`src/rtl/envelope_follower.sv`:
```
// Amplitude envelope follower: rectifies a stereo pair, takes the peak and
// tracks it with attack / hold / release ballistics. Two-stage pipeline:
// stage 1 registers the rectified peak, stage 2 updates the envelope.
module envelope_follower #(
    parameter int unsigned ATTACK_SHIFT  = 4,
    parameter int unsigned RELEASE_SHIFT = 10,
    parameter int unsigned HOLD_SAMPLES  = 480
) (
    input  logic        CLK,
    input  logic        RST_N,
    input  logic [15:0] leftSampleIn,
    input  logic [15:0] rightSampleIn,
    input  logic        sampleValid,
    output logic [15:0] envelopeOut,
    output logic [7:0]  levelOut,
    output logic        envValid,
    output logic [1:0]  stateOut
);

    typedef enum logic [1:0] {
        StRelease = 2'd0,
        StAttack  = 2'd1,
        StHold    = 2'd2
    } state_e;

    localparam logic [15:0] HoldInit = 16'(HOLD_SAMPLES);

    // Stage 1 registers
    logic [15:0] r_peak;
    logic        r_s1_valid;

    // Stage 2 registers
    logic [15:0] r_env;
    logic [15:0] r_hold;
    logic        r_env_valid;
    state_e      r_state;

    // Combinational helpers
    logic [15:0] w_abs_l;
    logic [15:0] w_abs_r;
    logic [15:0] w_peak;
    logic [15:0] w_diff_up;
    logic [15:0] w_diff_dn;
    logic [15:0] w_att_step;
    logic [15:0] w_rel_step;

    // Rectify and peak-combine; two's-complement negate of 0x8000 yields
    // 0x8000, which read as unsigned is exactly 32768.
    always_comb begin
        w_abs_l = leftSampleIn[15] ? (~leftSampleIn + 16'd1) : leftSampleIn;
        w_abs_r = rightSampleIn[15] ? (~rightSampleIn + 16'd1) : rightSampleIn;
        w_peak  = (w_abs_l > w_abs_r) ? w_abs_l : w_abs_r;
    end

    // Ballistic step sizes, each with a minimum of 1 so the envelope converges
    always_comb begin
        w_diff_up  = r_peak - r_env;
        w_diff_dn  = r_env - r_peak;
        w_att_step = w_diff_up >> ATTACK_SHIFT;
        w_rel_step = w_diff_dn >> RELEASE_SHIFT;
        if (w_att_step == 16'd0) begin
            w_att_step = 16'd1;
        end
        if (w_rel_step == 16'd0) begin
            w_rel_step = 16'd1;
        end
    end

    // Stage 1: capture the peak of each accepted pair
    always_ff @(posedge CLK or negedge RST_N) begin
        if (!RST_N) begin
            r_peak     <= 16'd0;
            r_s1_valid <= 1'b0;
        end else begin
            r_s1_valid <= sampleValid;
            if (sampleValid) begin
                r_peak <= w_peak;
            end
        end
    end

    // Stage 2: attack / hold / release state update
    always_ff @(posedge CLK or negedge RST_N) begin
        if (!RST_N) begin
            r_env       <= 16'd0;
            r_hold      <= 16'd0;
            r_env_valid <= 1'b0;
            r_state     <= StRelease;
        end else begin
            r_env_valid <= r_s1_valid;
            if (r_s1_valid) begin
                if (r_peak > r_env) begin
                    r_env   <= r_env + w_att_step;
                    r_hold  <= HoldInit;
                    r_state <= StAttack;
                end else if (r_hold != 16'd0) begin
                    r_hold  <= r_hold - 16'd1;
                    r_state <= StHold;
                end else begin
                    // peak == env leaves env untouched
                    if (r_peak < r_env) begin
                        r_env <= r_env - w_rel_step;
                    end
                    r_state <= StRelease;
                end
            end
        end
    end

    assign envelopeOut = r_env;
    assign levelOut    = r_env[15:8];
    assign envValid    = r_env_valid;
    assign stateOut    = r_state;

endmodule

```
`config.mk`:
```
export PLATFORM = sky130hd
export DESIGN_NAME = envelope_follower
export DESIGN_NICKNAME = d
export VERILOG_FILES = /design/src/rtl/envelope_follower.sv
export SDC_FILE = /design/constraint.sdc
export NUM_CORES = 1
export LEC_CHECK = 0
export ABC_AREA = 0
export ABC_CLOCK_PERIOD_IN_PS = 5000
export CAP_MARGIN = 10
export CORE_ASPECT_RATIO = 0.6
export CORE_UTILIZATION = 53
export CTS_BUF_LIST = sky130_fd_sc_hd__clkbuf_16
export DETAILED_ROUTE_END_ITERATION = 16
export GPL_TIMING_DRIVEN = 0
export PLACE_DENSITY = 0.87
export SYNTH_ARGS = -nofsm -noshare
export SYNTH_HDL_FRONTEND = slang
export SYNTH_SLANG_ARGS = --single-unit
```
`constraint.sdc`:
```
create_clock -name CLK -period 5 [get_ports CLK]
set_input_delay 0.75 -clock CLK [delete_from_list [all_inputs] [get_ports CLK]]
set_output_delay 0.75 -clock CLK [all_outputs]
set_load 0.03 [all_outputs]
```
==> impl_metrics.csv, run 1 <==
group,metric,value,unit
setup_path,setup.worst_path.class,"reg2reg",
setup_path,cp-start-kind,"flop",
setup_path,worst-r2r-setup-slack,-410,ps
floorplan,rows,29,
yosys,ys.flop_type,"dfrtp_1",
global_routing,antenna_found_initial,0,
yosys,synth_top_cell_by_area,"dfrtp_1",
timing,hold-worst-slack,462,ps
placement,place_hpwl,14.6,mm
setup_path,crit_slowest_cell,"dfrtp_2",
floorplan,die_w,138,microns
placement,port_buffers,61,
setup_path,ff2ff_path_depth,24,
outcome,status,"finished, violations left",
final_layout,synthToLayoutAreaGrowth,30.5,%
clocking,cts_buffer_depth,2,
drt,drc,0,
timing,hold_viol_final,0,
timing,rsz0062_at_grt,"yes",
drt,wirelength,20.6,mm
setup_path,cp.required,5220,ps
yosys,synth.most_common_cell,"ha_1",
yosys,synth_cells,719,
timing,setup_viol,8,
hold_path,hold_class,"in2async",
timing,worst_pin_slew,756,ps
clocking,cts-hold-fix-buffers,0,
final_layout,fill_cells,789,
drt,vias,6327,
drt,dr.pass1.iters,7,
timing,max_freq,185,MHz
outcome,violations,"negative setup slack",
yosys,ys.warnings.count,0,
yosys,avgSynthCellArea,8.15,sq um
global_routing,grt_use_total,0.355,
clocking,clkSinkCount,52,
global_routing,grt_pass1_wl,31.5,mm
setup_path,r2r_end,"envelopeOut[15]",
final_layout,diodes,0,
setup_path,reg2reg_from,"envelopeOut[4]",
setup_path,path_cells,"inv_2 > ha_4 > and3_4 > a21oi_4 > a311oi_2 > or3_4 > and2_4 > or3_4 > o31a_1 > ha_4 > xnor2_2 > xnor2_1 > nand2_1 > o21ai_2 > ha_1 > o21ai_2 > a21oi_2 > o31a_1 > o41ai_4 > buf_4 > o211ai_1 > a2111oi_2 > a41o_1 > xnor2_1",
timing,clock-skew-final,9.67,ps
timing,fin_crit,5410,ps
setup_path,crit_path_max_incr_delay,420,ps
timing,relSlewSlack,0.493,
setup_path,crit_path_end_kind,"flop",
timing,layout_worst_path_cycle_share,1.08,
final_layout,nets,933,
drt,first_iter_violations,710,
clocking,clock_latency,300,ps
global_routing,grt_max_degree,29,
clocking,cts_buffers,5,
timing,fin_ws,-411,ps
timing,slew_viol_final,0,
setup_path,cp_max_fo,7,
global_routing,grt_overflow,0,
yosys,yosys.area.top_type_share,0.222,
yosys,syn_area,5860,sq um
yosys,synth-seq-cells,52,
clocking,cts_root_buf,"clkbuf_16",
timing,totalNegativeSetupSlack,-1970,ps
drt,wl_per_cell,21.2,microns
drt,viasPerCell,6.52,
placement,post_dp_cell_area,6750,sq um
yosys,synth_area_leaders,"dfrtp_1 (22%), ha_1 (14%), xnor2_1 (4.8%)",
clocking,cts_tree,"built",
yosys,synth_edf_count,0,
floorplan,pin_count,62,
drt,ant_nets,0,
global_routing,grt_pass1_vias,6026,
clocking,cts.clk_slew.worst_paths,80,ps
yosys,yosysSeqAreaShare,0.222,
placement,post-place-ws,-1180,ps
final_layout,final_cell_area,7650,sq um
setup_path,cp.arrival,5630,ps
final_layout,final_layout_size_suffix_gt1_frac,0.203,
yosys,async_flop_share,1.00,
yosys,netlist-cell-type-count,75,
floorplan,start_util,0.549,
clocking,htreeDepth,2,
yosys,netlist_top_cells_count,"ha_1 (66), inv_1 (60), nor2_1 (54)",
floorplan,die_h,83.4,microns
run,drv_cap,0,
yosys,syn-num-nets,821,
placement,gp_congestion,1.01,
floorplan,core-area,10700,sq um
floorplan,die-area,11500,sq um
flip-flops by register name, indices dropped and copies added (netlist names):
| name | count |
|---|---|
| r_peak | 16 |
| envelopeOut | 16 |
| envValid | 1 |
| r_s1_valid | 1 |
| r_hold | 16 |
| stateOut | 2 |
metrics by stage:
stage	instances	util
2_1_floorplan	719	-
3_3_place_gp	919	0.631
3_5_place_dp	920	0.632
4_1_cts	952	0.681
5_1_grt	971	0.717
6_report	971	0.717
cell usage in the layout (no fill, tap or decap), drive strengths merged, types with 5 or more instances in the layout:
cell,netlist,final
o41ai,7,7
mux2,5,5
nand3b,13,13
clkbuf,21,21
o21bai,6,6
and3,9,9
clkdlybuf4s50,0,60
nor3,21,21
inv,60,60
xor2,24,24
buf,15,65
nand3,17,17
ha,66,66
nor2b,5,5
nand2b,10,10
o31ai,12,12
nand4,6,6
o221ai,13,13
a211oi,5,5
or4,7,7
mux2i,15,15
o21a,7,7
a22o,5,5
nor4,14,14
dfrtp,52,52
or3,17,17
nor2,54,54
o211ai,5,5
o21ai,53,53
xnor2,32,32
a21o,13,13
nand2,52,52
a21oi,27,27
layout make-up:
type                            count  area (sq um)  share of cell area
Tap cell                          139           174              0.0227
Clock inverter                      3          42.5             0.00556
Inverter                           60           228              0.0298
Clock buffer                        5           125              0.0164
Sequential cell                    52          1310               0.172
Timing Repair Buffer              111          1000               0.131
Buffer                             30           168              0.0219
Multi-Input combinational cell    571          4600               0.601
per-layer routing:
metal / part of all wire / routed length [microns] / track usage
met1: 0.44 / 8960 / 0.506
met2: 0.42 / 8690 / 0.504
met3: 0.12 / 2450 / 0.127
met4: 0.022 / 459 / 0.0899
met5: 0 / 0 / 0
worst max-delay path by stage:
stage | startpoint | endpoint | slack, ps | cells after the start
2_1_floorplan | envelopeOut[5] | envelopeOut[15] | -120 | 25
3_3_place_gp | envelopeOut[9] | envelopeOut[15] | -1020 | 23
3_5_place_dp | envelopeOut[9] | envelopeOut[15] | -1180 | 23
4_1_cts | envelopeOut[5] | envelopeOut[15] | -270 | 26
5_1_grt | envelopeOut[2] | envelopeOut[15] | -570 | 24
6_report | envelopeOut[4] | envelopeOut[15] | -410 | 24
cell families (layout without fill, tap and decap cells):
logic type,Yosys count,count (layout),synth area share
flops,52,52,0.222
compound gates,187,187,0.229
simple gates,241,241,0.215
fa+ha+maj,67,67,0.144
mux,20,20,0.0359
buf+inv,96,209,0.0700
xor+xnor,56,56,0.0837
critical path: cells and delay by family, from the launching register on:
kind / cells / cell delay (ps)
AO/OA/AOI/OAI: 11 / 2180
XOR/XNOR: 3 / 390
adder cells (fa/ha/maj): 3 / 760
buffers and inverters: 2 / 300
flip-flops: 1 / 420
AND/OR/NAND/NOR: 5 / 1260
repair_timing:
item | CTS | global route
pin swaps | 25 | 35
setup endpoints to repair | 11 | 12
gates resized for setup | 42 | 60
setup buffers | 27 | 23
Power of run 1 is left out: the tool's default activity adds up to more than one toggle a clock period on the data nets, which glitch-free logic cannot reach.
==> run 2, diff against run 1 <==
Settings changed: CTS_BUF_LIST sky130_fd_sc_hd__clkbuf_16 to sky130_fd_sc_hd__clkbuf_4 sky130_fd_sc_hd__clkbuf_8 sky130_fd_sc_hd__clkbuf_16.
==> results of run 2 <==
No change in the layout: final DEF, timing and power equal those of run 1.
Power of run 2 is left out for the same reason.
